## src/rtl/i2c_pkg.sv

```systemverilog
// i2c_pkg: shared types and constants for the I2C target engine.
//   i2c_tgt_state_e : byte-level protocol state of the target
//   I2C_ACK/I2C_NACK: SDA level of the acknowledge bit
//   RW_READ         : value of the R/W bit for a read transfer
package i2c_pkg;

    typedef enum logic [3:0] {
        ST_IDLE,
        ST_ADDR,
        ST_ADDR_ACK,
        ST_PTR,
        ST_PTR_ACK,
        ST_WRITE,
        ST_WRITE_ACK,
        ST_READ,
        ST_READ_ACK
    } i2c_tgt_state_e;

    localparam logic I2C_ACK  = 1'b0;
    localparam logic I2C_NACK = 1'b1;
    localparam logic RW_READ  = 1'b1;

endpackage

```

## src/rtl/i2c_bus_sync.sv

```systemverilog
// i2c_bus_sync: synchronizes the raw SCL/SDA pad levels into clk_i and
// derives one-cycle bus event pulses.
//   clk_i, rstn_i : system clock, async active-low reset
//   i_scl, i_sda  : raw line levels
//   o_sda         : synchronized SDA level
//   o_scl_rise/o_scl_fall : one-cycle SCL edge pulses
//   o_start/o_stop        : START (SDA fall, SCL high) / STOP (SDA rise, SCL high)
module i2c_bus_sync #(
    parameter int SYNC_STAGES = 2
) (
    input  logic clk_i,
    input  logic rstn_i,
    input  logic i_scl,
    input  logic i_sda,
    output logic o_sda,
    output logic o_scl_rise,
    output logic o_scl_fall,
    output logic o_start,
    output logic o_stop
);

    logic [SYNC_STAGES-1:0] r_scl_sync;
    logic [SYNC_STAGES-1:0] r_sda_sync;
    logic                   r_scl_d;
    logic                   r_sda_d;
    logic                   w_scl;
    logic                   w_sda;

    // Reset to the idle bus level so releasing reset on an idle bus
    // produces no spurious edges.
    always_ff @(posedge clk_i or negedge rstn_i) begin
        if (!rstn_i) begin
            r_scl_sync <= '1;
            r_sda_sync <= '1;
            r_scl_d    <= 1'b1;
            r_sda_d    <= 1'b1;
        end else begin
            r_scl_sync <= {r_scl_sync[SYNC_STAGES-2:0], i_scl};
            r_sda_sync <= {r_sda_sync[SYNC_STAGES-2:0], i_sda};
            r_scl_d    <= w_scl;
            r_sda_d    <= w_sda;
        end
    end

    assign w_scl      = r_scl_sync[SYNC_STAGES-1];
    assign w_sda      = r_sda_sync[SYNC_STAGES-1];
    assign o_sda      = w_sda;
    assign o_scl_rise = w_scl & ~r_scl_d;
    assign o_scl_fall = ~w_scl & r_scl_d;
    assign o_start    = w_scl & r_sda_d & ~w_sda;
    assign o_stop     = w_scl & ~r_sda_d & w_sda;

endmodule

```

## src/rtl/i2c_target.sv

```systemverilog
// i2c_target: I2C target (slave) with a byte-wide register access port.
// First written byte loads the register pointer, further written bytes are
// stored at the pointer, reads return data from the pointer; the pointer
// advances after every data byte. SCL is never stretched.
//   clk_i, rstn_i            : system clock (>= 16x SCL), async active-low reset
//   scl_pad_*, sda_pad_*     : open-drain pad interface (oen low = pull low)
//   reg_addr_o               : register pointer
//   wr_en_o, wr_data_o       : one-cycle write strobe and byte
//   rd_en_o, rd_data_i       : one-cycle read request, data sampled next cycle
//   busy_o                   : addressed transfer in progress (until STOP)
module i2c_target
    import i2c_pkg::*;
#(
    parameter logic [6:0] DEVICE_ADDR    = 7'h50,
    parameter int         REG_ADDR_WIDTH = 8,
    parameter int         SYNC_STAGES    = 2
) (
    input  logic                      clk_i,
    input  logic                      rstn_i,
    input  logic                      scl_pad_i,
    output logic                      scl_pad_o,
    output logic                      scl_padoen_o,
    input  logic                      sda_pad_i,
    output logic                      sda_pad_o,
    output logic                      sda_padoen_o,
    output logic [REG_ADDR_WIDTH-1:0] reg_addr_o,
    output logic                      wr_en_o,
    output logic [7:0]                wr_data_o,
    output logic                      rd_en_o,
    input  logic [7:0]                rd_data_i,
    output logic                      busy_o
);

    localparam logic [REG_ADDR_WIDTH-1:0] PTR_ONE = 1;

    logic w_sda, w_rise, w_fall, w_start, w_stop;

    i2c_bus_sync #(.SYNC_STAGES(SYNC_STAGES)) u_sync (
        .clk_i      (clk_i),
        .rstn_i     (rstn_i),
        .i_scl      (scl_pad_i),
        .i_sda      (sda_pad_i),
        .o_sda      (w_sda),
        .o_scl_rise (w_rise),
        .o_scl_fall (w_fall),
        .o_start    (w_start),
        .o_stop     (w_stop)
    );

    i2c_tgt_state_e            r_state, w_state_nxt;
    logic [2:0]                r_bitcnt, w_bitcnt_nxt;
    logic [6:0]                r_shreg, w_shreg_nxt;    // bit 7 never needs storing
    logic                      r_rw, w_rw_nxt;
    logic                      r_ack_phase, w_ack_phase_nxt; // ACK already driven
    logic                      r_nack, w_nack_nxt;
    logic                      r_rd_load, w_rd_load_nxt;     // rd_data_i valid now
    logic [REG_ADDR_WIDTH-1:0] r_ptr, w_ptr_nxt;
    logic                      r_sda_oen, w_sda_oen_nxt;
    logic                      r_wr_en, w_wr_en_nxt;
    logic [7:0]                r_wr_data, w_wr_data_nxt;
    logic                      r_busy, w_busy_nxt;
    logic                      w_rd_en;
    logic [7:0]                w_shift;

    assign w_shift = {r_shreg, w_sda};

    always_ff @(posedge clk_i or negedge rstn_i) begin
        if (!rstn_i) begin
            r_state     <= ST_IDLE;
            r_bitcnt    <= '0;
            r_shreg     <= '0;
            r_rw        <= 1'b0;
            r_ack_phase <= 1'b0;
            r_nack      <= I2C_NACK;
            r_rd_load   <= 1'b0;
            r_ptr       <= '0;
            r_sda_oen   <= 1'b1;
            r_wr_en     <= 1'b0;
            r_wr_data   <= '0;
            r_busy      <= 1'b0;
        end else begin
            r_state     <= w_state_nxt;
            r_bitcnt    <= w_bitcnt_nxt;
            r_shreg     <= w_shreg_nxt;
            r_rw        <= w_rw_nxt;
            r_ack_phase <= w_ack_phase_nxt;
            r_nack      <= w_nack_nxt;
            r_rd_load   <= w_rd_load_nxt;
            r_ptr       <= w_ptr_nxt;
            r_sda_oen   <= w_sda_oen_nxt;
            r_wr_en     <= w_wr_en_nxt;
            r_wr_data   <= w_wr_data_nxt;
            r_busy      <= w_busy_nxt;
        end
    end

    always_comb begin
        w_state_nxt     = r_state;
        w_bitcnt_nxt    = r_bitcnt;
        w_shreg_nxt     = r_shreg;
        w_rw_nxt        = r_rw;
        w_ack_phase_nxt = r_ack_phase;
        w_nack_nxt      = r_nack;
        w_rd_load_nxt   = 1'b0;
        w_ptr_nxt       = r_ptr;
        w_sda_oen_nxt   = r_sda_oen;
        w_wr_en_nxt     = 1'b0;
        w_wr_data_nxt   = r_wr_data;
        w_busy_nxt      = r_busy;
        w_rd_en         = 1'b0;

        // Pointer advances the cycle after the write strobe.
        if (r_wr_en) w_ptr_nxt = r_ptr + PTR_ONE;

        if (w_stop) begin
            w_state_nxt   = ST_IDLE;
            w_sda_oen_nxt = 1'b1;
            w_busy_nxt    = 1'b0;
        end else if (w_start) begin
            w_state_nxt   = ST_ADDR;
            w_bitcnt_nxt  = '0;
            w_sda_oen_nxt = 1'b1;
        end else if (r_rd_load) begin
            // Registered read data arrives now; put its MSB on the bus.
            w_shreg_nxt   = rd_data_i[6:0];
            w_sda_oen_nxt = rd_data_i[7];
        end else begin
            case (r_state)
                ST_IDLE: ;
                ST_ADDR, ST_PTR, ST_WRITE: begin
                    if (w_rise) begin
                        w_shreg_nxt  = w_shift[6:0];
                        w_bitcnt_nxt = r_bitcnt + 3'd1;
                        if (r_bitcnt == 3'd7) begin
                            w_ack_phase_nxt = 1'b0;
                            if (r_state == ST_ADDR) begin
                                if (w_shift[7:1] == DEVICE_ADDR) begin
                                    w_state_nxt = ST_ADDR_ACK;
                                    w_rw_nxt    = w_shift[0];
                                    w_busy_nxt  = 1'b1;
                                end else begin
                                    w_state_nxt = ST_IDLE;
                                    w_busy_nxt  = 1'b0;
                                end
                            end else if (r_state == ST_PTR) begin
                                w_state_nxt = ST_PTR_ACK;
                                w_ptr_nxt   = REG_ADDR_WIDTH'(w_shift);
                            end else begin
                                w_state_nxt   = ST_WRITE_ACK;
                                w_wr_en_nxt   = 1'b1;
                                w_wr_data_nxt = w_shift;
                            end
                        end
                    end
                end
                ST_ADDR_ACK, ST_PTR_ACK, ST_WRITE_ACK: begin
                    // First fall starts the ACK bit, second fall ends it.
                    if (w_fall) begin
                        if (!r_ack_phase) begin
                            w_sda_oen_nxt   = I2C_ACK;
                            w_ack_phase_nxt = 1'b1;
                        end else begin
                            w_bitcnt_nxt = '0;
                            if (r_state == ST_ADDR_ACK && r_rw == RW_READ) begin
                                w_rd_en       = 1'b1;
                                w_rd_load_nxt = 1'b1;
                                w_state_nxt   = ST_READ;
                            end else begin
                                w_sda_oen_nxt = 1'b1;
                                w_state_nxt   = (r_state == ST_ADDR_ACK) ? ST_PTR : ST_WRITE;
                            end
                        end
                    end
                end
                ST_READ: begin
                    if (w_fall) begin
                        if (r_bitcnt == 3'd7) begin
                            w_sda_oen_nxt = 1'b1;
                            w_state_nxt   = ST_READ_ACK;
                            w_ptr_nxt     = r_ptr + PTR_ONE;
                        end else begin
                            w_sda_oen_nxt = r_shreg[6];
                            w_shreg_nxt   = {r_shreg[5:0], 1'b0};
                            w_bitcnt_nxt  = r_bitcnt + 3'd1;
                        end
                    end
                end
                ST_READ_ACK: begin
                    if (w_rise) w_nack_nxt = w_sda;
                    if (w_fall) begin
                        if (r_nack == I2C_ACK) begin
                            w_rd_en       = 1'b1;
                            w_rd_load_nxt = 1'b1;
                            w_bitcnt_nxt  = '0;
                            w_state_nxt   = ST_READ;
                        end else begin
                            // Master is done; busy holds until STOP.
                            w_state_nxt = ST_IDLE;
                        end
                    end
                end
                default: w_state_nxt = ST_IDLE;
            endcase
        end
    end

    assign scl_pad_o    = 1'b0;
    assign scl_padoen_o = 1'b1;
    assign sda_pad_o    = 1'b0;
    assign sda_padoen_o = r_sda_oen;
    assign reg_addr_o   = r_ptr;
    assign wr_en_o      = r_wr_en;
    assign wr_data_o    = r_wr_data;
    assign rd_en_o      = w_rd_en;
    assign busy_o       = r_busy;

endmodule

```

## config.mk

```make
export PLATFORM = sky130hd
export DESIGN_NAME = i2c_target
export DESIGN_NICKNAME = d
export VERILOG_FILES = /design/src/rtl/i2c_pkg.sv /design/src/rtl/i2c_bus_sync.sv /design/src/rtl/i2c_target.sv
export SDC_FILE = /design/constraint.sdc
export NUM_CORES = 1
export LEC_CHECK = 0
export BUFFER_PORTS_ARGS = -buffer_cell sky130_fd_sc_hd__buf_2
export CORE_ASPECT_RATIO = 1.2
export CORE_UTILIZATION = 54
export CTS_CLUSTER_DIAMETER = 30
export CTS_CLUSTER_SIZE = 30
export DETAILED_ROUTE_END_ITERATION = 7
export PLACE_DENSITY = 0.79
export SLEW_MARGIN = 20
export SYNTH_ARGS = -nofsm -noshare
export SYNTH_HDL_FRONTEND = slang
export SYNTH_SLANG_ARGS = --single-unit
```

## constraint.sdc

```tcl
create_clock -name clk_i -period 6.4 [get_ports clk_i]
set_input_delay 0.64 -clock clk_i [delete_from_list [all_inputs] [get_ports clk_i]]
set_output_delay 0.64 -clock clk_i [all_outputs]
set_load 0.01 [all_outputs]
```

[Word-level counts from Yosys, hierarchy flattened]
Index checks and enable logic that the tools add are counted.
Storage, ports and cells
  register bits: 43
  output and inout port bits: 23
Cells by class
  $add $sub $neg: 2
  equality and inequality tests: 38
  mux-type cells: 81
  bitwise operators: 15
  reductions and logical operators: 21
Operators by type and width (count)
  $mux W8: 10
  $mux W4: 11
  $mux W3: 12
  $mux W1: 35
  $mux W7: 4
  $pmux W4 S5: 1
  $ne A3 B1 Y1 const B: 6
  $eq A4 B3 Y1 const B: 4
  $ne A4 B1 Y1 const B: 4
  $pmux W8 S2: 1
  $reduce_and A8 Y1: 2
  $ne A3 B2 Y1 const B: 5
  $pmux W7 S2: 1
  $ne A4 B2 Y1 const B: 3
  $pmux W3 S4: 1
  $reduce_and A6 Y1: 2
  $ne A5 B2 Y1 const B: 2
  $reduce_and A10 Y1: 1
  $reduce_bool A2 Y1: 5
  $reduce_bool A5 Y1: 2
  $not A1 Y1: 9
  $reduce_and A9 Y1: 1
  $add A8 B1 Y8 const B: 1
  $eq A4 B2 Y1 const B: 2
  other kinds (19): 32

[Logic depth before layout (Yosys ltp)]
Gate-level depths: netlist of the first run.
  depth in word-level cells: 10
  gate-level depth with buffers: 9
  depth with buffers taken out: 7

[By module]
A second synthesis of the first run with hierarchy kept.
Unflattened totals
  cells, all modules: 274
  area total of the unflattened synthesis: 2610.0 µm²
By module, submodules not included
  i2c_target: times used 1, cells each 264, area each 2419.8 µm², sequential area each 928.4 µm²
  i2c_bus_sync: times used 1, cells each 10, area each 190.2 µm², sequential area each 157.7 µm²

[Worst setup path before layout of the first run]
Ideal clock, no wire load.
  kind: register to register
  start: reg r_bitcnt[0]
  end: reg r_shreg[0]
  library setup time: 125 ps
  arrival time: 2091 ps
  required time: 6275 ps
  slack: 4184 ps
  stages on the path, launching flop included: 9
  path buffers: 1
  path through: dfrtp_1 -> ha_1 -> ha_1 -> clkbuf_1 -> or3b_1 -> mux2i_1 -> a21oi_1 -> a21oi_4 -> mux2_4
Between the ends
  word-level cells in the longest chain between the ends: 3
RTL lines
  start: declaration: line i2c_target.sv:51  | logic [2:0] r_bitcnt, w_bitcnt_nxt;
  start signal: assignment: line i2c_target.sv:83  | r_bitcnt <= w_bitcnt_nxt;
  $eq A3 B3 Y1: line i2c_target.sv:177  | if (r_bitcnt == 3'd7) begin
  $ne A3 B3 Y1 (no line)
  $reduce_and A6 Y1 (no line)
  end signal: assignment: line i2c_target.sv:84  | r_shreg <= w_shreg_nxt;
  end: declaration: line i2c_target.sv:52  | logic [6:0] r_shreg, w_shreg_nxt;
No other way between the ends.
A chain may end at the register's enable or synchronous reset.

[Final worst setup path of the first run]
  start: reg r_state[0]
  end: out rd_en_o
Between the ends
  word-level cells in the longest chain between the ends: 9
  elaborated cells on any way between the ends: 13
  those cells by class: eq/ne (4); mux (7); reduce/logical (2)
RTL lines
  start: declaration: line i2c_target.sv:50  | i2c_tgt_state_e r_state, w_state_nxt;
  start signal: assignment: line i2c_target.sv:82  | r_state <= w_state_nxt;
  $eq A4 B2 Y1: line i2c_target.sv:128, i2c_target.sv:164
  $logic_and A1 B1 Y1: line i2c_target.sv:164  | if (r_state == ST_ADDR_ACK && r_rw == RW_READ) begin
  $mux W1: line i2c_target.sv:164
  $mux W1: line i2c_target.sv:159  | if (!r_ack_phase) begin
  $mux W1: line i2c_target.sv:158  | if (w_fall) begin
  $pmux W1 S2 (*): line i2c_target.sv:128  | case (r_state)
  $mux W1 (*): line i2c_target.sv:123  | end else if (r_rd_load) begin
  $mux W1 (*): line i2c_target.sv:119  | end else if (w_start) begin
  $mux W1 (*): line i2c_target.sv:115  | if (w_stop) begin
  end: declaration: line i2c_target.sv:29  | output logic rd_en_o,
Mark *: on every way between the ends. The rest lies on a longest branch, timed or not.

==> flow_metrics.env, run 1 <==
export IMPL_run_status="finished clean"
export IMPL_gp_congestion=0.882
export IMPL_clock_skew_final_ns=0.0102
export IMPL_power_switching_w=0.000155
export IMPL_vias=2063
export IMPL_placeableCoreArea_mm2=0.00466
export IMPL_antennaDiodeCount=0
export IMPL_tritoncts="built"
export IMPL_unrepaired_setup_endpoints_after_global_routing="false"
export IMPL_finalPower_w=0.000634
export IMPL_synthesis_yosys_warnings=0
export IMPL_tightest_slew_ns=0.946
export IMPL_antenna_left=0
export IMPL_power_report_internal_total_w=0.000478
export IMPL_wl_mm=5.90
export IMPL_drcViolationCount=0
export IMPL_post_cts_resized=0
export IMPL_ioPinCount=35
export IMPL_globalRoute_busiestLayer="met2"
export IMPL_grt_util_all_layers=0.251
export IMPL_crit_required_ns=5.76
export IMPL_synthesized_instance_count=252
export IMPL_netlist_area_mm2=0.00265
export IMPL_power_per_unit_of_standard_cell_area_mw_per_mm2=217
export IMPL_most_frequent_standard_cell_in_the_layout_excluding_fill_and_tap_cells="sky130_fd_sc_hd__dfrtp_1"
export IMPL_post_synth_num_cell_types=71
export IMPL_vias_per_cell=6.20
export IMPL_grt_max_degree=44
export IMPL_vdd_ir_drop_max_mv=0.174
export IMPL_clk_transition_reported_paths_ns=0.08
export IMPL_syn_avg_cell_area_um2=10.5
export IMPL_final_period_utilization=0.434
export IMPL_die_h_um=78.8
export IMPL_met3_usage=0.0359
export IMPL_clockPowerShare=0.398
export IMPL_power_frac_comb=0.123
export IMPL_grt_pass1_wl_mm=10.0
export IMPL_use_met2=0.403
export IMPL_synth_yosys_seq_area_share=0.409
export IMPL_p_leak_nw=1.34
export IMPL_setup_viols_final=0
export IMPL_ys_top_cells_by_area="sky130_fd_sc_hd__dfrtp_1 33%, sky130_fd_sc_hd__dfstp_2 7.9%, sky130_fd_sc_hd__mux2_4 4.0%"
export IMPL_clock_tree_htree_level_count=2
export IMPL_post_route_min_period_ns=2.78
export IMPL_die_area_mm2=0.00520
export IMPL_grt_overflow=0
export IMPL_switching_share=0.245
export IMPL_first_global_vias=2024
export IMPL_starting_density_of_the_core=0.569
export IMPL_wp_data_arrival_ns=2.14
export IMPL_path_delay_family="simple AND/OR/NAND/NOR gates"
export IMPL_worst_skew_late_latency_ns=0.30
export IMPL_fp_row_count=27
export IMPL_power_frac_seq=0.479
export IMPL_cts_buffer_depth=2
export IMPL_grt_met1_usage=0.347
export IMPL_cp_start_kind="register"
export IMPL_max_fclk_mhz=360
export IMPL_asyncSetResetFlopFracSynth=1.00
export IMPL_dieWidth_um=66.0
export IMPL_critical_path_slowest_cell="sky130_fd_sc_hd__or4b_4"
export IMPL_proportion_of_layout_cells_with_a_drive_suffix_above_1=0.284
export IMPL_synth_enable_flop_cells=0
export IMPL_cts_made_buffers=5
export IMPL_synth_seq_cells=43
export IMPL_routed_len_inst_um=17.7
export IMPL_most_instantiated_flip_flop_cell_in_the_synthesis_netlist="sky130_fd_sc_hd__dfrtp_1"
export IMPL_timing_setup_critical_path_class="register to output pin"
export IMPL_hold_viol=0
export IMPL_setup_worst_path_end_class="output pin"
export IMPL_setup_tns_ns=0
export IMPL_clock_root_buffer="sky130_fd_sc_hd__clkbuf_8"
export IMPL_critical_path_peak_fanout=16
export IMPL_finish_net_count=289
export IMPL_hold_path_class="register to register"
export IMPL_buffer_count_from_post_cts_setup_fixing=0
export IMPL_path_cells="or4b_4 > or2_2 > a21oi_1 > buf_2"
export IMPL_portBuffers=31
export IMPL_synth_top_cell_area_share=0.330
export IMPL_max_cap_viol_count=0
export IMPL_antenna_found_initial=0
export IMPL_slew_violations=0
export IMPL_layout_stage_area_growth_over_the_synthesis_result_pct=10.1
export IMPL_critPathBufInv=1
export IMPL_fill_cells=378
export IMPL_dr_first_iter_drc_count=184
export IMPL_synth_largest_area_cell="sky130_fd_sc_hd__dfrtp_1"
export IMPL_maxSlewHeadroom=0.369
export IMPL_clkSinkCount=43
export IMPL_cp_slowest_stage_delay_ns=0.64
export IMPL_layout_common_cells="35 x sky130_fd_sc_hd__dfrtp_1, 31 x sky130_fd_sc_hd__buf_2, 26 x sky130_fd_sc_hd__nand2_1, 9 x sky130_fd_sc_hd__xor2_1, 9 x sky130_fd_sc_hd__mux2_1"
export IMPL_hpwl_mm=4.21
export IMPL_cts_hold_fix_buffers=0
export IMPL_detail_route_first_pass_iterations=4
-- kinds of logic after synthesis --
group                    after synthesis  share of synthesized area
buffers and inverters                 24                     0.0462
flip-flops                            43                      0.409
adder cells (fa/ha/maj)                3                     0.0141
AO/OA/AOI/OAI                         59                      0.186
other                                  2                    0.00283
XOR/XNOR                              12                     0.0424
AND/OR/NAND/NOR                       82                      0.176
multiplexers                          27                      0.123
-- flip-flops by register name, summed over array words and instances, names as in the netlist, 2 cells and up --
register,cells
r_shreg,7
r_state,4
r_bitcnt,3
wr_data_o,8
u_sync.r_sda_sync,2
reg_addr_o,8
u_sync.r_scl_sync,2
-- metrics by stage --
step,hold slack (ns),util,worst slack [ns],std cells,area [um^2]
after floorplan,0.344,-,4.18,253,2660
after global placement,0.345,0.598,3.97,325,2790
after detailed placement,0.347,0.598,3.94,325,2790
after CTS,0.359,0.627,3.62,333,2920
after global routing,0.362,0.627,3.53,333,2920
final,0.357,0.627,3.62,333,2920
-- worst paths after layout --
path / from / to / slack, ns / depth (start not counted)
worst max-delay path: r_state[0] / rd_en_o / 3.62 / 4
worst min-delay path: u_sync.r_sda_sync[0] / u_sync.r_sda_sync[1] / 0.36 / 0
worst max register to register: r_bitcnt[0] / r_shreg[2] / 3.99 / 7
worst min register to register: u_sync.r_sda_sync[0] / u_sync.r_sda_sync[1] / 0.36 / 0
max in group asynchronous: rstn_i / reg_addr_o[2] / 5.33 / 1
min in group asynchronous: rstn_i / r_rd_load / 0.49 / 1
-- cell type report --
type / count / area (um^2) / share of cell area
clock buffers: 6 / 72.6 / 0.0248
well taps: 58 / 72.6 / 0.0248
repair buffers: 31 / 155 / 0.0531
inverters: 7 / 26.3 / 0.00899
clock inverters: 2 / 60.1 / 0.0206
flip-flops and latches: 43 / 1090 / 0.372
multi-input cells: 186 / 1450 / 0.496
-- power groups by stage --
stage	Clock, W	Combinational (W)	Sequential [W]
global route	0.000265	0.0000844	0.000306
finish	0.000252	0.0000780	0.000304
detailed placement	0	0.0000777	0.000309
global placement	0	0.0000776	0.000308
CTS	0.000254	0.0000780	0.000304
floorplan	0	0.0000662	0.000299
-- per-layer routing --
layer | up-vias | wire [um]
met5 | - | 0
met4 | 0 | 58
met3 | 9 | 236
met2 | 66 | 2870
met1 | 1019 | 2740
li1 | 969 | -
-- synth_stat cells, types with 3 or more instances --
library cell,number
sky130_fd_sc_hd__a21oi_1,8
sky130_fd_sc_hd__a22oi_1,6
sky130_fd_sc_hd__a31oi_1,3
sky130_fd_sc_hd__and3_1,3
sky130_fd_sc_hd__buf_2,5
sky130_fd_sc_hd__buf_4,5
sky130_fd_sc_hd__clkbuf_1,5
sky130_fd_sc_hd__dfrtp_1,35
sky130_fd_sc_hd__dfstp_2,8
sky130_fd_sc_hd__ha_1,3
sky130_fd_sc_hd__inv_1,7
sky130_fd_sc_hd__mux2_1,9
sky130_fd_sc_hd__mux2_2,8
sky130_fd_sc_hd__mux2_4,7
sky130_fd_sc_hd__mux2i_1,3
sky130_fd_sc_hd__nand2_1,26
sky130_fd_sc_hd__nand2b_1,7
sky130_fd_sc_hd__nand3_1,5
sky130_fd_sc_hd__nor2_1,7
sky130_fd_sc_hd__nor2b_1,3
sky130_fd_sc_hd__nor3_1,5
sky130_fd_sc_hd__nor4_1,3
sky130_fd_sc_hd__o21ai_0,6
sky130_fd_sc_hd__o22ai_1,7
sky130_fd_sc_hd__o31ai_1,3
sky130_fd_sc_hd__xor2_1,9
Power figures use the tool's default switching activity.
==> run 2, diff against run 1 <==
==> constraint.sdc (replaced) <==
create_clock -name clk_i -period 2.6 [get_ports clk_i]
set_input_delay 0.26 -clock clk_i [delete_from_list [all_inputs] [get_ports clk_i]]
set_output_delay 0.26 -clock clk_i [all_outputs]
set_load 0.01 [all_outputs]
==> flow_metrics.env, run 2 (synthesized netlist as in run 1, its figures left out) <==
export IMPL_cp_start_kind="register"
export IMPL_grt_pass1_wl_mm=9.85
export IMPL_holdWs_ns=0.0544
export IMPL_placedInstanceArea_mm2=0.00283
export IMPL_post_route_min_period_ns=2.44
export IMPL_fp_row_count=27
export IMPL_post_cts_resized=0
export IMPL_grt_max_degree=44
export IMPL_maxSlewHeadroom=0.361
export IMPL_fin_util=0.632
export IMPL_hold_path_startpoint="sda_pad_i"
export IMPL_fill_cells=370
export IMPL_ioPinCount=35
export IMPL_crit_required_ns=2.34
export IMPL_vias_per_cell=6.09
export IMPL_hold_path_class="input port to register"
export IMPL_unrepaired_setup_endpoints_after_global_routing="false"
export IMPL_grt_util_all_layers=0.251
export IMPL_first_global_vias=1992
export IMPL_wp_data_arrival_ns=2.18
export IMPL_routed_len_inst_um=17.8
export IMPL_p_leak_nw=1.35
export IMPL_cts_hold_fix_buffers=0
export IMPL_grt_overflow=0
export IMPL_proportion_of_layout_cells_with_a_drive_suffix_above_1=0.299
export IMPL_setup_viols_final=0
export IMPL_layout_stage_area_growth_over_the_synthesis_result_pct=10.9
export IMPL_whs_endpoint="u_sync.r_sda_sync[0]"
export IMPL_hold_viol=0
export IMPL_dr_first_iter_drc_count=143
export IMPL_summed_area_of_non_filler_cells_in_the_final_layout_mm2=0.00294
export IMPL_layout_common_cells="35 x sky130_fd_sc_hd__dfrtp_1, 31 x sky130_fd_sc_hd__buf_2, 26 x sky130_fd_sc_hd__nand2_1, 9 x sky130_fd_sc_hd__xor2_1, 9 x sky130_fd_sc_hd__mux2_1"
export IMPL_starting_density_of_the_core=0.569
export IMPL_power_frac_comb=0.139
export IMPL_vdd_ir_drop_max_mv=0.388
export IMPL_antenna_left=0
export IMPL_final_period_utilization=0.940
export IMPL_critical_path_peak_fanout=14
export IMPL_cts_buffer_depth=2
export IMPL_die_area_mm2=0.00520
export IMPL_max_fclk_mhz=409
export IMPL_worstReg2RegEnd="r_shreg[2]"
export IMPL_finish_net_count=295
export IMPL_power_frac_seq=0.504
export IMPL_die_h_um=78.8
export IMPL_worst_skew_late_latency_ns=0.30
export IMPL_clkSinkCount=43
export IMPL_setup_tns_ns=0
export IMPL_run_status="finished clean"
export IMPL_clk_transition_reported_paths_ns=0.09
export IMPL_drcViolationCount=0
export IMPL_detail_route_first_pass_iterations=5
export IMPL_clock_skew_final_ns=0.00526
export IMPL_antennaDiodeCount=0
export IMPL_timing_setup_critical_path_class="register to output pin"
export IMPL_rrSetupSlack_ns=0.26
export IMPL_most_frequent_standard_cell_in_the_layout_excluding_fill_and_tap_cells="sky130_fd_sc_hd__dfrtp_1"
export IMPL_cp_slowest_stage_delay_ns=0.63
export IMPL_slew_violations=0
export IMPL_switching_share=0.266
export IMPL_power_per_unit_of_standard_cell_area_mw_per_mm2=503
export IMPL_worst_r2r_cell_count=7
export IMPL_hold_path_cell_count=1
export IMPL_critical_path_slowest_cell="sky130_fd_sc_hd__or4b_4"
export IMPL_clock_root_buffer="sky130_fd_sc_hd__clkbuf_8"
export IMPL_hpwl_mm=4.25
export IMPL_cts_made_buffers=5
export IMPL_path_cells="or4b_4 > or2_2 > a21oi_1 > buf_2"
export IMPL_antenna_found_initial=0
export IMPL_portBuffers=31
export IMPL_clockPowerShare=0.357
export IMPL_gp_congestion=0.915
export IMPL_power_report_internal_total_w=0.00109
export IMPL_vias=2063
export IMPL_placeableCoreArea_mm2=0.00466
export IMPL_power_switching_w=0.000394
export IMPL_tritoncts="built"
export IMPL_setup_worst_path_end_class="output pin"
export IMPL_buffer_count_from_post_cts_setup_fixing=0
export IMPL_dieWidth_um=66.0
export IMPL_tightest_slew_ns=0.958
export IMPL_max_cap_viol_count=0
export IMPL_r2r_start="r_bitcnt[0]"
export IMPL_clock_tree_htree_level_count=2
export IMPL_wl_mm=6.04
run 2: layout make-up:
type	count	area (um^2)	area share
clock inverter	2	37.5	0.0127
multi-input combinational	186	1450	0.492
clock buffer	6	72.6	0.0246
tap	58	72.6	0.0246
sequential	43	1090	0.369
timing repair buffer	37	200	0.0680
inverter	7	26.3	0.00892
run 2: routing by layer:
| metal | vias to the layer above | global-route usage | wire [um] |
|---|---|---|---|
| li1 | 975 | - | - |
| met1 | 1001 | 0.346 | 2670 |
| met2 | 76 | 0.400 | 2980 |
| met3 | 11 | 0.0402 | 279 |
| met4 | 0 | 0.0872 | 107 |
| met5 | - | 0 | 0 |
run 2: critical path: cells and delay by family, from the launching register on:
| kind | cells | cell delay (ns) |
|---|---|---|
| buffers and inverters | 1 | 0.16 |
| DFF | 1 | 0.55 |
| and+or+nand+nor | 2 | 0.96 |
| AOI/OAI and AO/OA | 1 | 0.21 |
run 2: through the flow:
stage               power (W)  setup WS (ns)  cells
finish                0.00148          0.155    339
floorplan            0.000899          0.384    253
CTS                   0.00148          0.138    339
global route          0.00153         0.0479    339
detailed placement   0.000962          0.293    331
global placement     0.000955          0.358    331
run 2: worst max-delay path by stage:
stage	slack, ns	cells after the start	from	end
2_1_floorplan	0.38	8	r_bitcnt[0]	r_shreg[0]
3_3_place_gp	0.36	7	r_bitcnt[0]	r_shreg[5]
3_5_place_dp	0.29	7	r_bitcnt[0]	r_shreg[2]
4_1_cts	0.14	4	r_state[1]	rd_en_o
5_1_grt	0.05	4	r_state[1]	rd_en_o
6_report	0.16	4	r_state[1]	rd_en_o
run 2: power by group through the flow:
stage | clock network [W] | logic (W) | registers, W
floorplan | 0 | 0.000163 | 0.000736
global placement | 0 | 0.000199 | 0.000756
detailed placement | 0 | 0.000204 | 0.000758
CTS | 0.000534 | 0.000206 | 0.000745
global route | 0.000557 | 0.000223 | 0.000750
finish | 0.000528 | 0.000206 | 0.000746
==> run 3, diff against run 2 <==
--- a/config.mk
+++ b/config.mk
@@ -5,13 +5,14 @@
 export SDC_FILE = /design/constraint.sdc
 export NUM_CORES = 1
 export LEC_CHECK = 0
+export ABC_AREA = 1
 export BUFFER_PORTS_ARGS = -buffer_cell sky130_fd_sc_hd__buf_2
 export CORE_ASPECT_RATIO = 1.2
-export CORE_UTILIZATION = 54
+export CORE_UTILIZATION = 58
 export CTS_CLUSTER_DIAMETER = 30
 export CTS_CLUSTER_SIZE = 30
 export DETAILED_ROUTE_END_ITERATION = 7
-export PLACE_DENSITY = 0.79
+export PLACE_DENSITY = 0.84
 export SLEW_MARGIN = 20
 export SYNTH_ARGS = -nofsm -noshare
 export SYNTH_HDL_FRONTEND = slang
==> flow_metrics.env, run 3 <==
export IMPL_run_status="finished clean"
export IMPL_gp_congestion=0.933
export IMPL_antenna_left=0
export IMPL_setup_viols_final=0
export IMPL_ys_top_cells_by_area="sky130_fd_sc_hd__dfrtp_1 33%, sky130_fd_sc_hd__nand2_1 16%, sky130_fd_sc_hd__dfstp_2 7.8%"
export IMPL_fill_cells=383
export IMPL_netlist_area_mm2=0.00269
export IMPL_first_global_vias=2387
export IMPL_clockPowerShare=0.261
export IMPL_synth_top_cell_area_share=0.326
export IMPL_power_switching_w=0.000642
export IMPL_dr_first_iter_drc_count=229
export IMPL_vdd_ir_drop_max_mv=0.424
export IMPL_portBuffers=31
export IMPL_setup_worst_path_end_class="output pin"
export IMPL_synth_yosys_seq_area_share=0.404
export IMPL_power_frac_comb=0.275
export IMPL_syn_avg_cell_area_um2=7.28
export IMPL_die_h_um=76.6
export IMPL_starting_density_of_the_core=0.616
export IMPL_fin_util=0.679
export IMPL_grt_pass1_wl_mm=10.6
export IMPL_unrepaired_setup_endpoints_after_global_routing="false"
export IMPL_ioPinCount=35
export IMPL_drcViolationCount=0
export IMPL_synth_top_family_by_area="simple AND/OR/NAND/NOR gates"
export IMPL_rrSetupSlack_ns=0.55
export IMPL_cp_slowest_stage_delay_ns=0.47
export IMPL_worst_r2r_cell_count=10
export IMPL_critical_path_slowest_cell="sky130_fd_sc_hd__dfrtp_1"
export IMPL_clock_skew_final_ns=0.00596
export IMPL_clock_root_buffer="sky130_fd_sc_hd__clkbuf_8"
export IMPL_synthesized_instance_count=369
export IMPL_power_report_internal_total_w=0.00114
export IMPL_vias_per_cell=5.47
export IMPL_clk_transition_reported_paths_ns=0.08
export IMPL_worst_setup_path_startpoint="r_state[3]"
export IMPL_share_of_the_synthesized_area_in_compound_gates_ao_oa_aoi_oai=0.129
export IMPL_layout_stage_area_growth_over_the_synthesis_result_pct=10.2
export IMPL_grt_overflow=0
export IMPL_path_cells="nor2_2 > nand3_1 > nor3_1 > o21ai_0 > nor3_1 > buf_2"
export IMPL_hold_path_cell_count=1
export IMPL_synth_largest_area_cell="sky130_fd_sc_hd__dfrtp_1"
export IMPL_layout_common_cells="114 x sky130_fd_sc_hd__nand2_1, 38 x sky130_fd_sc_hd__inv_1, 35 x sky130_fd_sc_hd__dfrtp_1, 31 x sky130_fd_sc_hd__nand3_1, 31 x sky130_fd_sc_hd__buf_2"
export IMPL_crit_required_ns=2.34
export IMPL_holdWs_ns=0.0500
export IMPL_whs_endpoint="u_sync.r_scl_sync[0]"
export IMPL_proportion_of_layout_cells_with_a_drive_suffix_above_1=0.204
export IMPL_p_leak_nw=1.57
export IMPL_met3_usage=0.0494
export IMPL_routed_len_inst_um=13.5
export IMPL_critical_path_peak_fanout=6
export IMPL_antenna_found_initial=0
export IMPL_setup_tns_ns=0
export IMPL_worst_skew_late_latency_ns=0.30
export IMPL_synth_simple_gate_area_share=0.336
export IMPL_worstReg2RegEnd="reg_addr_o[3]"
export IMPL_synth_seq_cells=43
export IMPL_final_period_utilization=0.809
export IMPL_use_met2=0.488
export IMPL_buffer_count_from_post_cts_setup_fixing=0
export IMPL_hold_path_class="input port to register"
export IMPL_max_cap_viol_count=0
export IMPL_finish_net_count=415
export IMPL_slew_violations=0
export IMPL_post_synth_num_cell_types=39
export IMPL_wp_data_arrival_ns=1.84
export IMPL_clock_tree_htree_level_count=2
export IMPL_post_synth_xor_area_fraction=0.0196
export IMPL_finalPower_w=0.00179
export IMPL_globalRoute_busiestLayer="met2"
export IMPL_post_synthesis_mux_area_share=0.00745
export IMPL_clkSinkCount=43
export IMPL_synth_enable_flop_cells=0
export IMPL_worst_path_most_repeated_cell="sky130_fd_sc_hd__nor3_1"
export IMPL_wl_mm=6.18
export IMPL_fp_row_count=26
export IMPL_synth_fa_ha_area_frac=0.0140
export IMPL_grt_util_all_layers=0.280
export IMPL_synthesis_yosys_warnings=0
export IMPL_cts_hold_fix_buffers=0
export IMPL_detail_route_first_pass_iterations=5
export IMPL_most_instantiated_flip_flop_cell_in_the_synthesis_netlist="sky130_fd_sc_hd__dfrtp_1"
export IMPL_die_area_mm2=0.00491
export IMPL_hold_viol=0
export IMPL_cts_buffer_depth=2
export IMPL_switching_share=0.359
export IMPL_post_cts_resized=0
export IMPL_max_fclk_mhz=475
export IMPL_vias=2501
export IMPL_r2r_start="u_sync.r_sda_sync[1]"
export IMPL_synth_top_cells_by_count="114 x sky130_fd_sc_hd__nand2_1, 38 x sky130_fd_sc_hd__inv_1, 35 x sky130_fd_sc_hd__dfrtp_1"
export IMPL_dieWidth_um=64.1
export IMPL_synth_most_common_cell="sky130_fd_sc_hd__nand2_1"
export IMPL_most_frequent_standard_cell_in_the_layout_excluding_fill_and_tap_cells="sky130_fd_sc_hd__nand2_1"
export IMPL_power_per_unit_of_standard_cell_area_mw_per_mm2=603
export IMPL_hpwl_mm=4.68
export IMPL_asyncSetResetFlopFracSynth=1.00
export IMPL_cts_made_buffers=5
export IMPL_grt_met1_usage=0.328
export IMPL_antennaDiodeCount=0
export IMPL_timing_setup_critical_path_class="register to output pin"
export IMPL_tritoncts="built"
export IMPL_maxSlewHeadroom=0.370
export IMPL_hold_path_startpoint="scl_pad_i"
export IMPL_placeableCoreArea_mm2=0.00436
export IMPL_power_frac_seq=0.465
export IMPL_post_route_min_period_ns=2.10
export IMPL_grt_max_degree=44
export IMPL_cp_start_kind="register"
export IMPL_tightest_slew_ns=0.945
-- run 3: cell count changes in the layout (fill, tap and decap cells not counted), sizes merged, moves of 4 or more --
cell and delta:
mux2 -24, nor2 +25, a22oi -4, nand3 +28, inv +37, nand2b -8, xor2 -7, nand2 +93
o22ai -5, o21ai +28, buf -4
-- run 3: worst max path at each step --
| stage | end | slack (ns) | cells after the start |
|---|---|---|---|
| 3_3_place_gp | reg_addr_o[3] | 0.61 | 10 |
| 3_5_place_dp | reg_addr_o[3] | 0.58 | 10 |
| 6_report | rd_en_o | 0.50 | 6 |
| 5_1_grt | rd_en_o | 0.35 | 6 |
| 2_1_floorplan | wr_data_o[6] | 0.95 | 10 |
| 4_1_cts | rd_en_o | 0.49 | 6 |
-- run 3: worst max-delay path, delay by kind of cell, from the launching register on --
| family | cells | cell delay [ns] |
|---|---|---|
| flops | 1 | 0.47 |
| buf+inv | 1 | 0.18 |
| compound gates | 1 | 0.12 |
| simple gates | 4 | 0.78 |
-- run 3: routing by layer --
| layer | vias to the layer above | wire (um) |
|---|---|---|
| met1 | 1146 | 2480 |
| met4 | 0 | 208 |
| met3 | 21 | 312 |
| met5 | - | 0 |
| li1 | 1241 | - |
| met2 | 93 | 3180 |
-- run 3: final cells by class --
cell class	instances	area [um^2]	area share
well taps	56	70.1	0.0237
multi-input cells	273	1370	0.463
repair buffers	33	170	0.0575
clock buffers	6	82.6	0.0279
flip-flops and latches	43	1090	0.367
clock inverters	2	16.3	0.00549
inverters	44	165	0.0558
-- run 3: per-stage QoR --
stage / cell area (um^2) / worst slack, ns / instances
after global placement: 2860 / 0.606 / 449
after CTS: 2960 / 0.490 / 457
after detailed placement: 2860 / 0.584 / 449
final: 2960 / 0.497 / 457
after floorplan: 2690 / 0.955 / 370
after global routing: 2960 / 0.349 / 457
-- run 3: kinds of logic after synthesis --
family / after synthesis
buffers and inverters: 54
XOR/XNOR: 6
AND/OR/NAND/NOR: 201
multiplexers: 2
other: 2
adder cells (fa/ha/maj): 3
AO/OA/AOI/OAI: 58
flip-flops: 43
-- run 3: power groups by stage --
| stage | Sequential, W | Combinational [W] | Clock, W |
|---|---|---|---|
| global route | 0.000839 | 0.000560 | 0.000493 |
| finish | 0.000830 | 0.000491 | 0.000466 |
| global placement | 0.000839 | 0.000479 | 0 |
| CTS | 0.000830 | 0.000492 | 0.000472 |
| detailed placement | 0.000843 | 0.000491 | 0 |
| floorplan | 0.000836 | 0.000357 | 0 |
